$ cat config.mk
export PLATFORM = sky130hd
export DESIGN_NAME = drive_update_scheduler
export DESIGN_NICKNAME = d
export VERILOG_FILES = /design/src/rtl/drive_pkg.sv /design/src/rtl/drive_update_unit.sv /design/src/rtl/drive_update_scheduler.sv
export SDC_FILE = /design/constraint.sdc
export NUM_CORES = 1
export LEC_CHECK = 0
export ABC_AREA = 1
export BUFFER_PORTS_ARGS = -buffer_cell sky130_fd_sc_hd__buf_2
export CORE_MARGIN = 1.5
export CORE_UTILIZATION = 48
export CTS_CLUSTER_DIAMETER = 80
export DETAILED_ROUTE_END_ITERATION = 12
export PLACE_DENSITY_LB_ADDON = 0.25
export SYNTH_ARGS = -nofsm -noshare
export SYNTH_HDL_FRONTEND = slang
export SYNTH_SLANG_ARGS = --single-unit
$ cat constraint.sdc
create_clock -name clk -period 2.4 [get_ports clk]
set_clock_uncertainty 0.15 [all_clocks]
set_input_delay 0.12 -clock clk [delete_from_list [all_inputs] [get_ports clk]]
set_output_delay 0.12 -clock clk [all_outputs]
set_load 0.1 [all_outputs]
$ cat src/rtl/drive_pkg.sv
// Shared constants and FSM encoding for the drive update scheduler.
// Imported by drive_update_unit and drive_update_scheduler.
package drive_pkg;

  localparam int NUM_DRIVES = 4;
  localparam int LEVEL_W    = 8;
  localparam logic [7:0] LEVEL_RESET = 8'h80;
  localparam int STEP_SLOW  = 1;
  localparam int STEP_FAST  = 4;

  typedef enum logic {
    IDLE  = 1'b0,
    SWEEP = 1'b1
  } state_e;

endpackage

$ cat src/rtl/drive_update_unit.sv
// Shared combinational update: priority load/inc/dec with saturation.
// Ports: level, inc, dec, fast, setval, set_value in; level_nxt out.
module drive_update_unit #(
  parameter int LEVEL_W = drive_pkg::LEVEL_W
) (
  input  logic [LEVEL_W-1:0] level,
  input  logic               inc,
  input  logic               dec,
  input  logic               fast,
  input  logic               setval,
  input  logic [LEVEL_W-1:0] set_value,
  output logic [LEVEL_W-1:0] level_nxt
);
  import drive_pkg::*;

  logic [LEVEL_W-1:0] step;
  logic [LEVEL_W:0]   sum;
  logic               do_set;
  logic               do_inc;
  logic               do_dec;

  always_comb begin
    step = fast ? LEVEL_W'(STEP_FAST)
                : LEVEL_W'(STEP_SLOW);
    sum  = {1'b0, level} + {1'b0, step};
    // inc together with dec cancels out
    do_set = setval;
    do_inc = !setval && inc && !dec;
    do_dec = !setval && dec && !inc;
    level_nxt = level;
    unique case (1'b1)
      do_set: level_nxt = set_value;
      do_inc: level_nxt = sum[LEVEL_W] ? '1
                        : sum[LEVEL_W-1:0];
      do_dec: level_nxt = (level < step) ? '0
                        : level - step;
      default: level_nxt = level;
    endcase
  end

endmodule

$ cat src/rtl/drive_update_scheduler.sv
// Prescaled round-robin scheduler updating drive levels via one shared unit.
// Ports: clk/rst, ena/prescale tick source, req_* per drive, levels out.
module drive_update_scheduler #(
  parameter int NUM_DRIVES = drive_pkg::NUM_DRIVES,
  parameter int LEVEL_W    = drive_pkg::LEVEL_W
) (
  input  logic                          clk,
  input  logic                          rst,
  input  logic                          ena,
  input  logic [7:0]                    prescale,
  input  logic [NUM_DRIVES-1:0]         req_inc,
  input  logic [NUM_DRIVES-1:0]         req_dec,
  input  logic [NUM_DRIVES-1:0]         req_fast,
  input  logic [NUM_DRIVES-1:0]         req_setval,
  input  logic [LEVEL_W-1:0]            set_value,
  output logic [NUM_DRIVES*LEVEL_W-1:0] levels,
  output logic [2*NUM_DRIVES-1:0]       levels_q,
  output logic [$clog2(NUM_DRIVES)-1:0] active_idx,
  output logic                          update_valid,
  output logic                          overrun
);
  import drive_pkg::*;

  localparam int IDX_W = $clog2(NUM_DRIVES);
  localparam logic [IDX_W-1:0] LAST =
    IDX_W'(NUM_DRIVES - 1);

  state_e             state_q, state_d;
  logic [7:0]         cnt_q, cnt_d;
  logic [IDX_W-1:0]   idx_q, idx_d;
  logic               pend_q, pend_d;
  logic               ovr_q, ovr_d;
  logic [LEVEL_W-1:0] lvl_q [NUM_DRIVES];
  logic [LEVEL_W-1:0] lvl_d [NUM_DRIVES];
  logic [LEVEL_W-1:0] lvl_nxt;
  logic               tick;

  drive_update_unit #(
    .LEVEL_W(LEVEL_W)
  ) u_unit (
    .level    (lvl_q[idx_q]),
    .inc      (req_inc[idx_q]),
    .dec      (req_dec[idx_q]),
    .fast     (req_fast[idx_q]),
    .setval   (req_setval[idx_q]),
    .set_value(set_value),
    .level_nxt(lvl_nxt)
  );

  always_comb begin
    tick  = ena && (cnt_q == prescale);
    cnt_d = cnt_q;
    if (ena) cnt_d = tick ? 8'd0 : cnt_q + 8'd1;

    state_d = state_q;
    idx_d   = idx_q;
    pend_d  = pend_q;
    ovr_d   = ovr_q;
    case (state_q)
      IDLE: begin
        if (tick) begin
          state_d = SWEEP;
          idx_d   = '0;
        end
      end
      SWEEP: begin
        idx_d = idx_q + IDX_W'(1);
        if (idx_q == LAST) begin
          // a pending tick restarts at once;
          // a tick landing now becomes the new pending
          idx_d = '0;
          if (pend_q) pend_d = tick;
          else if (!tick) state_d = IDLE;
        end else if (tick) begin
          if (pend_q) ovr_d = 1'b1;
          else pend_d = 1'b1;
        end
      end
      default: state_d = IDLE;
    endcase

    for (int i = 0; i < NUM_DRIVES; i++)
      lvl_d[i] = lvl_q[i];
    if (state_q == SWEEP) lvl_d[idx_q] = lvl_nxt;
  end

  always_ff @(posedge clk or posedge rst) begin
    if (rst) begin
      state_q <= IDLE;
      cnt_q   <= '0;
      idx_q   <= '0;
      pend_q  <= 1'b0;
      ovr_q   <= 1'b0;
      for (int i = 0; i < NUM_DRIVES; i++)
        lvl_q[i] <= LEVEL_W'(LEVEL_RESET);
    end else begin
      state_q <= state_d;
      cnt_q   <= cnt_d;
      idx_q   <= idx_d;
      pend_q  <= pend_d;
      ovr_q   <= ovr_d;
      for (int i = 0; i < NUM_DRIVES; i++)
        lvl_q[i] <= lvl_d[i];
    end
  end

  always_comb begin
    levels   = '0;
    levels_q = '0;
    for (int i = 0; i < NUM_DRIVES; i++) begin
      levels[i*LEVEL_W +: LEVEL_W] = lvl_q[i];
      levels_q[2*i +: 2] = lvl_q[i][LEVEL_W-1 -: 2];
    end
  end

  assign update_valid = (state_q == SWEEP);
  assign active_idx   = update_valid ? idx_q : '0;
  assign overrun      = ovr_q;

endmodule
### Yosys cells after proc, flatten, opt, wreduce, memory -nomap -nowiden

Index checks and enable logic that the tools add are counted.

* magnitude comparators: 4
* multipliers: 0
* muxes and demuxes: 30
* bitwise gates (word level): 3
* reduce and logical (&&, ||, !) cells: 12
* shift operators: 0
* equal/unequal tests: 3
* add/sub/neg operators: 4
* divide/modulo/power cells: 0

Operators by type and width (number)
* $mux 8: 6
* $bwmux 32: 1
* $pmux 8 s3: 1
* $bmux 8 s2: 1
* $demux 8 s2: 1
* $mux 1: 10
* $add 8x8->9: 1
* $add 8x1->8 const B: 1
* $bmux 1 s2: 4
* $eq 8x8->1: 1
* $lt 8x8->1: 1
* $sub 8x8->8: 1
* $logic_and 1x1->1: 6
* $mux 2: 3
* $pmux 2 s2: 1
* $reduce_and 4->1: 1
* $ge 3x3->1 const B: 1
* $logic_not 1->1: 3
* $lt 2x3->1 const B: 1
* $lt 3x1->1 const B: 1
* $mux 3: 1
* $not 2->3: 1
* $add 2x1->2 const B: 1
* $eq 2x2->1 const B: 1
* other kinds (5): 6

* memories: 0
* latch bits: 0
* bits in read-only memories: 0
* bits in registers: 45
* input port bits: 35
* word-level logic and storage cells: 65
* output and inout port bits: 44
* memory bits (writable): 0

### Depth between registers and ports, before layout

Gate-level depths: netlist of run 1.

* depth after elaboration: 8
* depth in mapped cells: 19
* mapped depth without buffers: 18

### By module

Synthesis of run 1 repeated with hierarchy kept, for this count alone.

* cell total of the unflattened synthesis: 451
* area, all modules: 3159.3 um^2

By module, submodules not included
* drive_update_scheduler: area an instance 2412.3 um^2, instances 1, cells an instance 314
* drive_update_unit: area an instance 747.0 um^2, instances 1, cells an instance 137

### Least setup slack after synthesis of run 1

No wires, ideal clock.

* path kind: register to register
* from: register lvl_q, in the netlist levels[8]
* to: register lvl_q, in the netlist levels[2]
* arrival time: 2.666 ns
* setup slack: -0.484 ns
* path buffers: 0
* stages on the path, launching flop included: 15
* period minus slack after synthesis: 2.884 ns
* data required time: 2.182 ns
* cells stage by stage: dfrtp_1 > nand2_1 > a32oi_1 > inv_1 > ha_1 > ha_1 > nor2_1 > nor2_1 > nand2_1 > nor2_2 > a21oi_4 > nand3b_1 > nand3_1 > nand3_1 > nand2_1

* longest elaborated chain between the ends: 7
* elaborated cells between the ends (all ways): 10
* classes of those cells: 2 x add/sub; 1 x order compare; 7 x mux

Ends and longest elaborated chain
* from (decl): RTL line drive_update_scheduler.sv:33 `logic [LEVEL_W-1:0] lvl_q [NUM_DRIVES];`
* from (signal, indexed assignment): RTL line drive_update_scheduler.sv:95 `lvl_q[i] <= LEVEL_W'(LEVEL_RESET);`
* from (signal, indexed assignment): RTL line drive_update_scheduler.sv:103 `lvl_q[i] <= lvl_d[i];`
* $bmux 8 s2 (*): RTL line drive_update_scheduler.sv:41 `.level (lvl_q[idx_q]),`
* $mux 8 (implied by the code) (*) (2 in series): RTL line drive_update_scheduler.sv:41
* $sub 8x8->8, or another cell as far along: RTL line drive_update_unit.sv:36 `: level - step;`
* $mux 8 (on tied branches): RTL line drive_update_unit.sv:35, drive_update_unit.sv:33
* $pmux 8 s3 (*): RTL line drive_update_unit.sv:31 `unique case (1'b1)`
* $bwmux 32 (*): RTL line drive_update_scheduler.sv:84 `if (state_q == SWEEP) lvl_d[idx_q] = lvl_nxt;`

Every way passes the cells marked *; elsewhere a longest branch is shown, timed or not. The select of a mux whose other input is x is not followed.
A chain may end at the register's enable or synchronous reset.

### Final worst setup path of run 1

* from: register idx_q[0]
* to: register lvl_q, in the netlist levels[26]

* longest elaborated chain between the ends: 8
* elaborated cells between the ends (all ways): 32
* classes of those cells: 2 x add/sub; 3 x order compare; 18 x mux; 1 x bitwise; 8 x reduce/logical

Ends and longest elaborated chain
* from (decl): RTL line drive_update_scheduler.sv:30 `logic [IDX_W-1:0] idx_q, idx_d;`
* from (signal assigned): RTL line drive_update_scheduler.sv:99 `idx_q <= idx_d;`
* $not 2->3 (implied by the code): RTL line drive_update_scheduler.sv:41, drive_update_scheduler.sv:84
* $bmux 8 s2: RTL line drive_update_scheduler.sv:41
* $mux 8 (implied by the code) (2 in series): RTL line drive_update_scheduler.sv:41
* $sub 8x8->8, or another cell as far along: RTL line drive_update_unit.sv:36
* $mux 8 (on tied branches): RTL line drive_update_unit.sv:35, drive_update_unit.sv:33
* $pmux 8 s3: RTL line drive_update_unit.sv:31
* $bwmux 32 (*): RTL line drive_update_scheduler.sv:84

Marked as above.

==> results.toml, run 1 <==
[status]
status = "finished, violations left"
violations = "setup timing"

[worst_setup_path]
startpoint_type = "flip-flop"
rr_endpoint = "levels[26]"
end_kind = "flip-flop"
reg2reg_slack_ps = -330
cp-startpoint = "idx_q[0]"
setup.worst_path.end = "levels[26]"
critPathMaxFanout = 4
r2r-start = "idx_q[0]"
cp.arrival_ps = 2820
reg2reg_depth = 18
crit_required_ps = 2490
critPathKind = "flip-flop to flip-flop"

[die]
io_pins = 79
rows = 29
die_y_microns = 83.2
dieArea_sq_um = 6920
die_w_microns = 83.2
initial_core_util_pct = 49.2
coreArea_sq_um = 6280

[route]
drt_wl_total_mm = 9.88
first_pass_iters = 5
via_count = 3516
ant_nets = 0
initialDrtViolationCount = 243
viasPerCell = 5.39
wl_per_cell_microns = 15.2
drcViolationCount = 0

[logic_synthesis]
ys_seq_elements = 45
synth_top_area_share_pct = 33.2
netlist_instances = 451
synth_compound_area_share_pct = 7.34
ys_seq_area_share_pct = 36.6
synth_ff_type = "dfrtp_1"
synthMuxAreaShare_pct = 0
synth_cell_type_count = 37
synth-simple-area-share_pct = 39.8
synth_top_area_cell = "dfrtp_1"
synth_xor_area_share_pct = 2.27
synth_warnings = 0
synth_edf_count = 0
synth_nets = 497
synthAdderAreaFrac_pct = 4.46
synthTopCellsByArea = "dfrtp_1 33%, nand2_1 22%, nand3_1 7.9%, inv_1 4.9%, ha_1 4.5%"
syn_area_sq_um = 3090
postSynthAreaPerCell_sq_um = 6.84
ys_async_sr_fraction_pct = 100
synth_top_family_by_area = "simple AND/OR/NAND/NOR gates"

[timing]
fin_ws_ps = -331
rsz0062_at_grt = "yes"
hold_viol = 0
post-route-period-util_pct = 114
relSlewSlack_pct = 62.1
fmax_mhz = 366
fin_crit_ps = 2730
slew_violations = 0
tightest_slew_ps = 564
setup_viol = 32
holdWs_ps = 73.4

[global_routing]
grt_usage_pct = 28.4
grt_pass1_wl_mm = 15.9
grt_pass1_vias = 3366
overflow = 0
grt_max_degree = 23
antenna_found_initial = 0

[clock_network]
clock_latency_ps = 300
cts_tree = "built"
cts_sinks = 45
htree_levels = 2
clk_path_buf_depth = 2
cts_root_buf = "clkbuf_8"
cts_buffers = 5
clkSlewWorstSetupHoldPaths_ps = 80

[final_layout]
fillCellCount = 507
final_util_pct = 68.8
drive_gt1_share_pct = 39.1
diodes = 0
nNetsFinal = 620
area_growth_pct = 39.9
final_common_cell = "nand2_1"
final_cell_mix = "169 x nand2_1, 78 x buf_2, 47 x buf_4, 38 x nand3_1, 34 x inv_1"

[worst_hold_path]
min_from = "set_value[2]"
holdPathStages = 5
hold_path_class = "input port to flip-flop"

[run]
max_cap_violations = 0

[placement]
detailed_place_hpwl_mm = 6.84
port-buffer-count = 78
gp_congestion = 0.881
-- Yosys cell counts, types with 2 or more instances --
| cell | n |
|---|---|
| a21oi_1 | 11 |
| a32oi_1 | 2 |
| buf_2 | 3 |
| buf_4 | 9 |
| buf_6 | 3 |
| dfrtp_1 | 41 |
| dfstp_2 | 4 |
| ha_1 | 11 |
| inv_1 | 40 |
| inv_2 | 5 |
| nand2_1 | 181 |
| nand2_2 | 6 |
| nand3_1 | 49 |
| nand3_2 | 4 |
| nand4_1 | 4 |
| nor2_1 | 29 |
| nor2_2 | 4 |
| nor3_1 | 3 |
| nor4_1 | 2 |
| o21ai_0 | 9 |
| o21ai_1 | 8 |
| or2_2 | 2 |
| xor2_1 | 7 |
-- layer usage --
metal	up-vias	GRT usage (%)	part of all wire [%]
li1	1676	-	-
met1	1633	37.5	41
met2	173	46.7	48
met3	34	5.07	8.0
met4	0	10.8	3.2
met5	-	0	0
-- critical path, cell delays in order (launching register included) --
cell	delay (ps)
dfrtp_1	410
buf_6	150
buf_6	120
a21oi_4	60
a32oi_4	250
ha_4	200
ha_4	130
inv_2	30
nor2_2	90
nor2_1	60
nor2_1	120
buf_4	140
nand3_4	110
buf_4	170
o21ai_0	80
nand2_1	120
nand3_2	130
nand3_1	80
nand2_1	80
-- metrics by stage --
| step | worst slack, ps | cells | instance area, sq um | TNS, ps |
|---|---|---|---|---|
| floorplan | -56.1 | 451 | 3230 | -884 |
| global placement | -211 | 622 | 3820 | -2760 |
| detailed placement | -321 | 622 | 3820 | -6840 |
| CTS | -240 | 646 | 4150 | -5140 |
| global route | -491 | 652 | 4320 | -12920 |
| finish | -331 | 652 | 4320 | -8360 |
-- how the worst min path moves through the flow --
stage | to | slack, ps
finish | levels[18] | 70
global route | levels[10] | 80
CTS | levels[18] | 60
floorplan | cnt_q[1] | 80
detailed placement | levels[4] | -40
global placement | levels[12] | -40
-- cell type report --
type                    instances  area [sq um]  share of cell area (%)
flip-flops and latches         45          1160                    26.9
well taps                      77          96.3                    2.23
multi-input cells             345          1980                    45.8
repair buffers                131           808                    18.7
clock buffers                   5          68.8                    1.59
clock inverters                 3          22.5                   0.522
inverters                      46           180                    4.17
-- logic make-up after synthesis --
logic type | count (synthesis)
and+or+nand+nor | 287
buffers and inverters | 62
DFF | 45
AOI/OAI and AO/OA | 38
adders and majority gates | 11
xor gates and xnor gates | 8
-- registers in the layout, indices dropped and copies added, names as in the netlist --
register      cells
levels           32
idx_q             2
pend_q            1
cnt_q             8
update_valid      1
overrun           1
-- repair_timing --
| action | CTS | global route |
|---|---|---|
| endpoints found under the hold margin | 15 | 0 |
| hold buffers | 2 | 0 |
| gates resized for setup | 25 | 27 |
| pin swaps | 20 | 18 |
| endpoints found under the setup margin | 32 | 32 |
| gates cloned | 1 | 0 |
| buffers inserted | 13 | 6 |
Power of run 1 is left out: the tool's default activity adds up to more than one toggle a clock period on the data nets, which glitch-free logic cannot reach.
==> inputs of run 2 (changes only) <==
--- a/config.mk
+++ b/config.mk
@@ -8,10 +8,11 @@
 export ABC_AREA = 1
 export BUFFER_PORTS_ARGS = -buffer_cell sky130_fd_sc_hd__buf_2
 export CORE_MARGIN = 1.5
-export CORE_UTILIZATION = 48
+export CORE_UTILIZATION = 49
 export CTS_CLUSTER_DIAMETER = 80
 export DETAILED_ROUTE_END_ITERATION = 12
 export PLACE_DENSITY_LB_ADDON = 0.25
 export SYNTH_ARGS = -nofsm -noshare
 export SYNTH_HDL_FRONTEND = slang
+export SYNTH_HIERARCHICAL = 1
 export SYNTH_SLANG_ARGS = --single-unit
==> results.toml, run 2 <==
[global_routing]
antenna_found_initial = 0
overflow = 0
grt_pass1_vias = 3312
grt_pass1_wl_mm = 15.8
grt_max_degree = 46
grt_usage_pct = 28.0

[timing]
tightest_slew_ps = 695
relSlewSlack_pct = 53.5
post-route-period-util_pct = 106
fin_crit_ps = 2540
fin_ws_ps = -143
fmax_mhz = 393
rsz0062_at_grt = "yes"
hold_viol = 0
slew_violations = 0
setup_viol = 32

[die]
initial_core_util_pct = 50.3
dieArea_sq_um = 6940
io_pins = 79
rows = 29
die_w_microns = 83.3
coreArea_sq_um = 6280
die_y_microns = 83.3

[route]
drcViolationCount = 0
first_pass_iters = 5
ant_nets = 0
viasPerCell = 5.36
wl_per_cell_microns = 14.7
drt_wl_total_mm = 9.47
via_count = 3461
initialDrtViolationCount = 212

[logic_synthesis]
yosysMostFrequentCell = "nand2_1"
synth_warnings = 6
synth_top_area_share_pct = 32.5
synth_cell_type_count = 30
ys_seq_area_share_pct = 35.8
synth_ff_type = "dfrtp_1"
synthTopCellsByCount = "117 x nand2_1, 61 x o21ai_0, 49 x inv_1"
ys_async_sr_fraction_pct = 100
synthTopCellsByArea = "dfrtp_1 32%, nand2_1 14%, o21ai_0 9.7%, inv_1 5.8%, nor2_1 5.6%"
synth_nets = 497
postSynthAreaPerCell_sq_um = 7.01
netlist_instances = 451
syn_area_sq_um = 3160
synth_top_area_cell = "dfrtp_1"
ys_seq_elements = 45
synth_edf_count = 0

[worst_setup_path]
critPathKind = "flip-flop to flip-flop"
end_kind = "flip-flop"
startpoint_type = "flip-flop"
critPathMaxFanout = 7
cp.arrival_ps = 2560
crit_required_ps = 2420

[final_layout]
drive_gt1_share_pct = 45.2
instances_no_fill = 646
multiInputGateArea_sq_um = 1920
regArea_sq_um = 1160
final_util_pct = 70.0
diodes = 0
fillCellCount = 515
final_common_cell = "nand2_1"
final_cell_mix = "111 x nand2_1, 78 x buf_2, 45 x buf_4, 36 x nor2_1, 34 x inv_1"
largest_reg_flops = 32
area_growth_pct = 39.0
nNetsFinal = 614

[placement]
port-buffer-count = 78
detailed_place_hpwl_mm = 6.45
dp.cells = 609
pre_cts_ws_ps = -227
gp_congestion = 0.917

[clock_network]
cts_tree = "built"
clk_path_buf_depth = 2
clock_latency_ps = 310
cts_root_buf = "clkbuf_8"
cts_sinks = 45
clkSlewWorstSetupHoldPaths_ps = 90
htree_levels = 2
cts_buffers = 5

[run]
max_cap_violations = 0

[status]
status = "finished, violations left"
violations = "setup timing"

[worst_hold_path]
hold_path_class = "input port to flip-flop"
## run 2: logic make-up after synthesis
group | after synthesis | synth area share (%)
compound gates | 81 | 13.6
xor+xnor | 7 | 1.94
fa+ha+maj | 11 | 4.36
buf+inv | 81 | 11.9
flops | 45 | 35.8
simple gates | 226 | 32.4
## run 2: critical path: stages (launching register included)
cell and delay [ps]:
dfrtp_2 500, clkinvlp_4 260, nor2_2 150, o22ai_2 130, buf_4 160, ha_2 200
nand2_1 120, nand2_2 110, nand2_4 110, inv_2 50, o21ai_2 110, nand4_1 140
inv_2 140, o21ai_1 60
## run 2: per-stage QoR
step | hold slack [ps] | cell area, sq um | setup TNS [ps]
after CTS | 82.5 | 4200 | -240
after global placement | 139 | 3730 | -2360
final | 80.3 | 4390 | -2480
after floorplan | 213 | 3220 | 0
after detailed placement | 145 | 3730 | -4210
after global routing | 112 | 4390 | -5700
## run 2: cell type report
type	count	share of cell area, %
Timing Repair Buffer	135	20.1
Sequential cell	45	26.4
Multi-Input combinational cell	325	43.6
Tap cell	77	2.19
Clock buffer	7	1.97
Timing Repair inverter	1	0.171
Inverter	55	4.87
Clock inverter	1	0.684
## run 2: routing by layer
| metal | GRT usage, % | wire, microns | vias up |
|---|---|---|---|
| li1 | - | - | 1689 |
| met1 | 37.7 | 4120 | 1604 |
| met2 | 46.0 | 4490 | 144 |
| met3 | 4.77 | 616 | 24 |
| met4 | 8.79 | 247 | 0 |
| met5 | 0 | 0 | - |
## run 2: worst paths after layout
kind | startpoint | endpoint | slack (ps) | cells after the start
setup / recovery | idx_q[0] | levels[9] | -140 | 13
hold / removal | set_value[0] | levels[16] | 80 | 5
setup reg to reg | idx_q[0] | levels[9] | -140 | 13
hold reg to reg | overrun | overrun | 330 | 1
max in group asynchronous | rst | levels[8] | 1330 | 4
min in group asynchronous | rst | levels[30] | 340 | 4
## run 2: repair_timing
item                                    in CTS  in global routing
hold buffers                                 2                  0
pin swaps                                   20                 30
resized for setup                           77                 63
hold endpoints to repair                    43                  0
gates cloned                                 2                  0
endpoints found under the setup margin      32                 32
setup buffers                               23                  3
Power of run 2 is left out for the same reason.
